## config.mk

```make
export PLATFORM = sky130hd
export DESIGN_NAME = chacha_block_sequencer
export DESIGN_NICKNAME = d
export VERILOG_FILES = /design/src/rtl/chacha_pkg.sv /design/src/rtl/chacha_state_builder.sv /design/src/rtl/chacha_block_sequencer.sv
export SDC_FILE = /design/constraint.sdc
export NUM_CORES = 2
export LEC_CHECK = 0
export ABC_CLOCK_PERIOD_IN_PS = 7000
export BUFFER_PORTS_ARGS = -buffer_cell sky130_fd_sc_hd__buf_2
export CAP_MARGIN = 20
export CORE_AREA = 3 3 769 771
export CTS_BUF_LIST = sky130_fd_sc_hd__clkbuf_8
export DETAILED_ROUTE_END_ITERATION = 10
export DIE_AREA = 0 0 772 774
export HOLD_SLACK_MARGIN = 0.08
export PLACE_DENSITY_LB_ADDON = 0.25
export SLEW_MARGIN = 10
export SYNTH_ARGS = -nofsm -noshare
export SYNTH_HDL_FRONTEND = slang
export SYNTH_SLANG_ARGS = --single-unit
```

## constraint.sdc

```tcl
create_clock -name clk -period 7 [get_ports clk]
set_input_delay 0.7 -clock clk [delete_from_list [all_inputs] [get_ports clk]]
set_output_delay 0.7 -clock clk [all_outputs]
set_load 0.05 [all_outputs]
```

## src/rtl/chacha_pkg.sv

```systemverilog
// chacha_pkg: shared ChaCha20 word/matrix types, sigma constants and sequencer states.
package chacha_pkg;
    typedef logic [31:0] word_t;
    typedef word_t [3:0][3:0] matrix_t;
    localparam word_t SIGMA0 = 32'h6170_7865;
    localparam word_t SIGMA1 = 32'h3320_646e;
    localparam word_t SIGMA2 = 32'h7962_2d32;
    localparam word_t SIGMA3 = 32'h6b20_6574;
    typedef enum logic [1:0] {IDLE, START, WAIT, OUT} state_t;
endpackage

```

## src/rtl/chacha_state_builder.sv

```systemverilog
// chacha_state_builder: combinational key/nonce/counter to ChaCha20 initial matrix (word [r][c] at bits 32*(4r+c)).
module chacha_state_builder
    import chacha_pkg::*;
(
    input  logic [255:0] key,
    input  logic [95:0]  nonce,
    input  logic [31:0]  ctr,
    output logic [511:0] state
);
    matrix_t m;
    assign m[0] = {SIGMA3, SIGMA2, SIGMA1, SIGMA0};
    assign m[1] = key[127:0];
    assign m[2] = key[255:128];
    assign m[3] = {nonce, ctr};
    assign state = m;
endmodule

```

## src/rtl/chacha_block_sequencer.sv

```systemverilog
// chacha_block_sequencer: runs the ChaCha20 core once per block and buffers keystream downstream.
// CHACHA_POLY_KEYGEN_EN adds a leading counter-0 block whose rows 0-1 appear on otk.
module chacha_block_sequencer
    import chacha_pkg::*;
#(
    parameter int NBLK_W       = 16,
    parameter int CORE_TIMEOUT = 1023
) (
    input  logic              clk,
    input  logic              rst_n,
    input  logic              req_valid,
    output logic              req_ready,
    input  logic [255:0]      req_key,
    input  logic [95:0]       req_nonce,
    input  logic [31:0]       req_ctr,
    input  logic [NBLK_W-1:0] req_nblk,
    output logic              core_set,
    output logic [511:0]      core_state,
    input  logic              core_ready,
    input  logic [511:0]      core_block,
    output logic              ks_valid,
    input  logic              ks_ready,
    output logic [511:0]      ks_block,
    output logic [31:0]       ks_ctr,
    output logic              ks_last,
`ifdef CHACHA_POLY_KEYGEN_EN
    output logic [255:0]      otk,
    output logic              otk_valid,
`endif
    output logic              done,
    output logic [1:0]        err
);
    localparam int TW = $clog2(CORE_TIMEOUT + 1);

    state_t st, nx;
    logic [255:0] key_r;
    logic [95:0] nonce_r;
    word_t ctr_r, b_ctr;
    logic [NBLK_W-1:0] rem;
    logic [TW-1:0] tcnt;
    logic [511:0] mat;
    logic accept, hs, timeout, fin, wrap, kg_hit;

    assign accept    = st == IDLE && req_valid;
    assign hs        = st == OUT && ks_ready;
    assign timeout   = st == WAIT && !core_ready && tcnt == TW'(CORE_TIMEOUT - 1);
    assign fin       = hs && rem == NBLK_W'(1);
    assign wrap      = hs && !fin && ctr_r == 32'hFFFF_FFFF;
    assign req_ready = st == IDLE;
    assign core_set  = st == START;
    assign ks_valid  = st == OUT;
    assign ks_last   = ks_valid && rem == NBLK_W'(1);

`ifdef CHACHA_POLY_KEYGEN_EN
    logic otk_pend;
    assign kg_hit = st == WAIT && core_ready && otk_pend;
    assign b_ctr  = st == IDLE ? 32'd0 : (st == OUT ? ctr_r + 32'd1 : ctr_r);
    always_ff @(posedge clk or negedge rst_n) begin
        if (!rst_n) begin
            otk       <= '0;
            otk_valid <= 1'b0;
            otk_pend  <= 1'b0;
        end else begin
            otk_valid <= kg_hit;
            if (accept) otk_pend <= 1'b1;
            if (kg_hit) begin
                otk_pend <= 1'b0;
                otk      <= core_block[255:0];
            end
        end
    end
`else
    assign kg_hit = 1'b0;
    assign b_ctr  = st == IDLE ? req_ctr : ctr_r + 32'd1;
`endif

    chacha_state_builder u_build (
        .key   (st == IDLE ? req_key : key_r),
        .nonce (st == IDLE ? req_nonce : nonce_r),
        .ctr   (b_ctr),
        .state (mat)
    );

    always_ff @(posedge clk or negedge rst_n) begin
        if (!rst_n) st <= IDLE;
        else st <= nx;
    end

    always_comb begin
        nx = st;
        unique case (st)
            IDLE:    nx = accept && req_nblk != '0 ? START : IDLE;
            START:   nx = WAIT;
            WAIT:    nx = core_ready ? (kg_hit ? START : OUT) : (timeout ? IDLE : WAIT);
            OUT:     nx = hs ? (fin || wrap ? IDLE : START) : OUT;
            default: nx = IDLE;
        endcase
    end

    always_ff @(posedge clk or negedge rst_n) begin
        if (!rst_n) begin
            key_r      <= '0;
            nonce_r    <= '0;
            ctr_r      <= '0;
            rem        <= '0;
            tcnt       <= '0;
            core_state <= '0;
            ks_block   <= '0;
            ks_ctr     <= '0;
            done       <= 1'b0;
            err        <= '0;
        end else begin
            done <= (accept && req_nblk == '0) || timeout || fin || wrap;
            if (accept) begin
                key_r   <= req_key;
                nonce_r <= req_nonce;
                ctr_r   <= req_ctr;
                rem     <= req_nblk;
                err     <= '0;
            end
            // core_state only moves on entry to START, so it is steady while the core runs
            if (nx == START && st != START) core_state <= mat;
            tcnt <= st == WAIT ? tcnt + 1'b1 : '0;
            if (st == WAIT && core_ready && !kg_hit) begin
                ks_block <= core_block;
                ks_ctr   <= ctr_r;
            end
            if (timeout) err[1] <= 1'b1;
            if (wrap) err[0] <= 1'b1;
            if (hs) begin
                rem   <= rem - 1'b1;
                ctr_r <= ctr_r + 32'd1;
            end
        end
    end
endmodule

```

======== Yosys cells after proc, flatten, opt, wreduce, memory -nomap -nowiden ========
Index checks and enable logic that the tools add are counted.
word-level totals
  bits in registers ....................... 1399
  logic and storage cells ................. 64
  bits of input ports ..................... 917
operators by class
  $add $sub $neg .......................... 3
  reductions and logical operators ........ 24
  eq/ne operators ......................... 8
  multiplexer cells ....................... 17
operators with widths
  operator                                                                count
  256-bit 2-to-1 mux                                                      1
  32-bit 2-to-1 mux                                                       3
  96-bit 2-to-1 mux                                                       1
  32-bit by 1-bit adder with 32-bit output, second input constant         1
  32-bit equality test, second input constant                             1
  16-bit 2-to-1 mux                                                       2
  16-bit by 1-bit equality test with 1-bit output, second input constant  1
  16-bit zero test                                                        1
  16-bit nonzero test                                                     1
  16-bit by 1-bit subtractor with 16-bit output, second input constant    1
  1-bit logical AND                                                       12
  10-bit by 1-bit adder with 10-bit output, second input constant         1
  10-bit equality test, second input constant                             1
  10-bit 2-to-1 mux                                                       1
  2-bit 2-to-1 mux                                                        4
  2-bit one-hot mux with 4 select lines                                   1
  2-bit nonzero test                                                      3
  2-bit by 1-bit equality test with 1-bit output, second input constant   2
  2-bit equality test, second input constant                              2
  1-bit logical OR                                                        4
  1-bit 2-to-1 mux                                                        4
  1-bit zero test                                                         2
  2-bit zero test                                                         1
  2-bit by 1-bit != test with 1-bit output, second input constant         1

======== Logic depth before layout (Yosys ltp) ========
  depth in word-level cells ............... 12
  depth in mapped cells ................... 12

======== By module ========
Synthesis repeated with hierarchy kept, for this count alone.
unflattened totals
  cell total of the unflattened synthesis .. 7151
  area total of the unflattened synthesis .. 67237.0 um^2
by module, submodules not included
  module                  times used  area an instance (um^2)  cells an instance
  chacha_block_sequencer  1           63385.8                  6637
  chacha_state_builder    1           3851.2                   514

======== Worst setup path before layout ========
OpenSTA, ideal clock, no wires.
  path kind ............................... reg-to-output
  start ................................... register st[1]
  end ..................................... output port req_ready
  path slack .............................. 4378 ps
  stages on the path, launching flop included .. 7
  buffers on the path ..................... 4
  required time ........................... 6300 ps
  data arrival time ....................... 1922 ps
  path through ............................ dfrtp_1 or2_1 clkbuf_8 inv_2 buf_2 clkbuf_1 clkbuf_1
between the ends
  word-level cells in the longest chain between the ends .. 1
ends and longest elaborated chain
  what                    line                          source
  start, declared         chacha_block_sequencer.sv:35  state_t st, nx;
  start signal, assigned  chacha_block_sequencer.sv:86  else st <= nx;
  2-bit zero test         chacha_block_sequencer.sv:49  assign req_ready = st == IDLE;
  end, declared           chacha_block_sequencer.sv:12  output logic req_ready,
No other way between the ends.

======== Worst setup path after layout ========
  start ................................... register st[1]
  end ..................................... register core_state[370]
between the ends
  word-level cells in the longest chain between the ends .. 12
  elaborated cells between the ends (all ways) .. 24
  classes of those cells .................. 5 x eq/ne; 7 x mux; 12 x reduce/logical
ends and longest elaborated chain
  what                                            line                                                        source
  2-bit equality test                             chacha_block_sequencer.sv:45, chacha_block_sequencer.sv:91
  1-bit logical AND                               chacha_block_sequencer.sv:45                                assign hs = st == OUT && ks_ready;
  1-bit logical AND                               chacha_block_sequencer.sv:47                                assign fin = hs && rem == NBLK_W'(1);
  1-bit zero test                                 chacha_block_sequencer.sv:48                                assign wrap = hs && !fin && ctr_r == 32'hFFFF_FFFF;
  1-bit logical AND (2 in series)                 chacha_block_sequencer.sv:48
  1-bit logical OR                                chacha_block_sequencer.sv:95                                OUT: nx = hs ? (fin || wrap ? IDLE : START) : OUT;
  1-bit 2-to-1 mux                                chacha_block_sequencer.sv:95
  2-bit 2-to-1 mux                                chacha_block_sequencer.sv:95
  2-bit one-hot mux with 4 select lines           chacha_block_sequencer.sv:91                                unique case (st)
  2-bit by 1-bit equality test with 1-bit output  chacha_block_sequencer.sv:122                               if (nx == START && st != START) core_state <= mat;
  1-bit logical AND                               chacha_block_sequencer.sv:122
  end signal, assigned                            chacha_block_sequencer.sv:122
  end, declared                                   chacha_block_sequencer.sv:18                                output logic [511:0] core_state,
Parallel ways exist; a longest one is shown, timed or not.
A chain may end at the register's enable or synchronous reset.

==> run summary <==
Outcome: completed
CP most frequent cell: buf_12
Gr usage total: 12.34%
Hold_buf cts: 917
Worst path slowest cell: buf_4
Area growth syn-to-layout: 59.69%
Clock Tree Buf Depth: 4
# resized after CTS: 0
DP Wirelength: 310,400 um
# Post-CTS Setup Buffers: 0
Synth Warn #: 0
Synth Flop Type: dfrtp_1
Layout cells sized above 1: 35.86%
Average wire per standard cell: 23.76 um
Slew headroom: 29.94%
Setup CP Type: flop to flop
Met3 WL: 38,350 um
Root Buffer: clkbuf_8
Via density per instance: 3.174
Leak: 0.03985 uW
Critical Path RT: 7940 ps
Internal power: 22,230 uW
CP cell instances: or2_4, inv_8, and2_4, nand2_1, o21ai_4, buf_12, buf_12, buf_4, nor2_1, a31oi_1
Initial Util: 9.469%
H-tree depth: 5
Sink Count: 1,344
Uppermost layer routed: met5
Die ar.: 0.5975 sq mm
Critical path buffer and inverter count: 4
Cells after Synth: 5,306
Site row count: 281
Placed inst area: 0.07333 sq mm
Switching pwr: 25,890 uW
Total CTS buffers: 292
1st-iter DRT viols: 3,036
Reg2Reg Setup Slack: 2520 ps
Slowest stage delay, CP: 640 ps
Worst clock skew: 92.80 ps
ANT nets after route: 0
Fmax: 223.1 MHz
Worst hold path class: input port to flop
GRT overflow: 0
Flops & latches, synth: 1,344
Vert. Die Dim: 774 um
IO Count: 1,980
Wire length on met1: 149,400 um
Crit path max fanout: 112
Tightest Pin Transition: 1041 ps
Wire length on met2: 181,100 um
Initial antenna violation count: 213
Final Hold Viols: 0
Number of synthesized flops with an enable pin: 0
RSZ-0062 raised after global routing: false
First-pass GRT wire length: 506,100 um
Mapped cell area: 0.05540 sq mm
Gpl congestion: 0.9208
Max-slew violation count: 0
CP delay by family, top: buffers and inverters
TNS Setup: 0 ps
Via Count: 51,410
Setup Viol. Count Final: 0
Tmin final: 4483 ps
Distinct cell type count after synthesis: 68
Final wirelength: 384,800 um
Comb pwr share: 51.8%
Crit path DAT: 5420 ps
Register share of total power: 29.8%
Die extent in x: 772 um
Max-cap violation count: 0
Clock share of power: 18.4%
CP endpoint kind: flop
Largest net degree at the start of global routing: 138
Number of global-route vias before repair: 52,850
PwrDens: 543.9 mW/mm^2
Post-synthesis sequential area ratio: 60.71%
Pre-Repair DR Iteration Count: 5
Fin crit share: 64.04%
Cell area after layout: 0.08846 sq mm
TritonCTS clock tree: done
Layout Nets: 9,022
Worst VDD drop: 293.9 uV
Clock slew at reported path FFs: 50 ps
Switch share: 53.80%
Mean post-synth cell area: 10.44 sq um
Residual DRC count: 0
IO Port Bufs: 1,907
Clk_lat worst skew: 1110 ps
Post-synth ARST share: 100.0%
Core Region: 0.5850 sq mm
CP Launch Type: flop
==> layout make-up <==
type | instances | area [sq um]
fillers | 66740 | 496600
flip-flops and latches | 1344 | 33630
multi-input cells | 3558 | 19560
repair buffers | 2895 | 19550
well taps | 7782 | 9737
clock buffers | 345 | 4748
clock inverters | 135 | 863.3
diodes | 128 | 320.3
inverters | 9 | 41.29
==> worst paths after layout <==
path / start / end / cells past startpoint
min in group asynchronous: rst_n / core_state[441] / 3
max in group asynchronous: rst_n / core_state[299] / 5
worst min register to register: nonce_r[2] / nonce_r[2] / 2
worst max-delay path: st[1] / core_state[370] / 10
worst min-delay path: core_block[426] / ks_block[426] / 3
worst max register to register: st[1] / core_state[370] / 10
==> flip-flops by register name, summed over array words and instances (netlist names) <==
name,cells
ks_block,512
core_state,385
key_r,256
nonce_r,96
ctr_r,32
ks_ctr,32
rem,16
tcnt,10
err,2
st,2
done,1
==> logic make-up after synthesis <==
family / share of synthesized area [%]
other: 0.006769
muxes: 11.68
AOI/OAI and AO/OA: 5.520
DFF: 60.71
and+or+nand+nor: 16.91
buffers and inverters: 4.506
adders and majority gates: 0.1129
xor gates and xnor gates: 0.5534
==> power by group through the flow <==
stage | logic [uW] | clock network, uW | registers, uW
after floorplan | 6890 | 0 | 23000
after global placement | 24900 | 0 | 14500
after detailed placement | 24900 | 0 | 14500
after CTS | 25500 | 9330 | 14400
after global routing | 26500 | 9620 | 14800
final | 24900 | 8850 | 14300
==> synthesized netlist by cell type, types with 10 or more instances <==
cell type | count | share of area, %
a221o_1 | 10 | 0.18
clkbuf_1 | 227 | 1.5
o21ai_0 | 60 | 0.54
o311ai_0 | 10 | 0.16
mux2_2 | 573 | 12
xnor2_1 | 24 | 0.38
nor2_1 | 399 | 2.7
nor3_1 | 16 | 0.14
nand3_1 | 21 | 0.19
buf_4 | 142 | 1.9
a31oi_1 | 356 | 4.0
nand4_1 | 10 | 0.11
a21oi_1 | 14 | 0.13
buf_2 | 84 | 0.76
nand2_1 | 1860 | 13
xor2_1 | 11 | 0.17
and3_1 | 14 | 0.16
nor4_1 | 18 | 0.20
dfrtp_1 | 1344 | 61
==> layout by cell type, fill, tap and decap left out, drive strengths merged, types with 5 or more instances in the layout <==
cell type,synthesis,final
nor3b,5,5
mux2,573,573
inv,9,114
o21ai,62,62
a22oi,5,5
nor4,22,22
clkinv,0,25
clkbuf,232,346
nand4,11,11
buf,233,1978
a21oi,14,14
xnor2,24,24
nand2,1861,1861
nor3,17,17
conb,1,72
nor2,399,399
dfrtp,1344,1344
and3,18,18
o311ai,10,10
ha,5,5
nand3,22,22
and4,7,7
and2,7,7
diode,0,128
o211ai,6,6
a31oi,356,356
xor2,11,11
a221o,11,11
dlygate4sd3,0,916
==> metrics by stage <==
step | hold slack (ps) | setup WS [ps] | cells | utilization (%) | total power (uW)
2_1_floorplan | 404.4 | 4378 | 5377 | - | 29860
3_3_place_gp | 457.8 | 2653 | 14670 | 12.53 | 39410
3_5_place_dp | 461.6 | 2572 | 14670 | 12.53 | 39410
4_1_cts | 85.50 | 2561 | 16070 | 15.06 | 49230
5_1_grt | 173.9 | 2246 | 16130 | 15.09 | 50980
6_report | 364.6 | 2517 | 16200 | 15.12 | 48120
==> worst reg2reg max path, cell delays in order (launching register included) <==
cell	delay, ps
dfrtp_1	470
or2_4	470
inv_8	420
and2_4	700
nand2_1	240
o21ai_4	130
buf_12	250
buf_12	620
buf_4	820
nor2_1	140
a31oi_1	160
==> layer usage <==
layer	vias to the layer above	GRT usage, %
li1	23170	-
met1	25490	14.07
met2	1997	20.48
met3	611	5.295
met4	138	4.365
met5	-	0
Note: power is estimated with default switching activity, not from simulation.
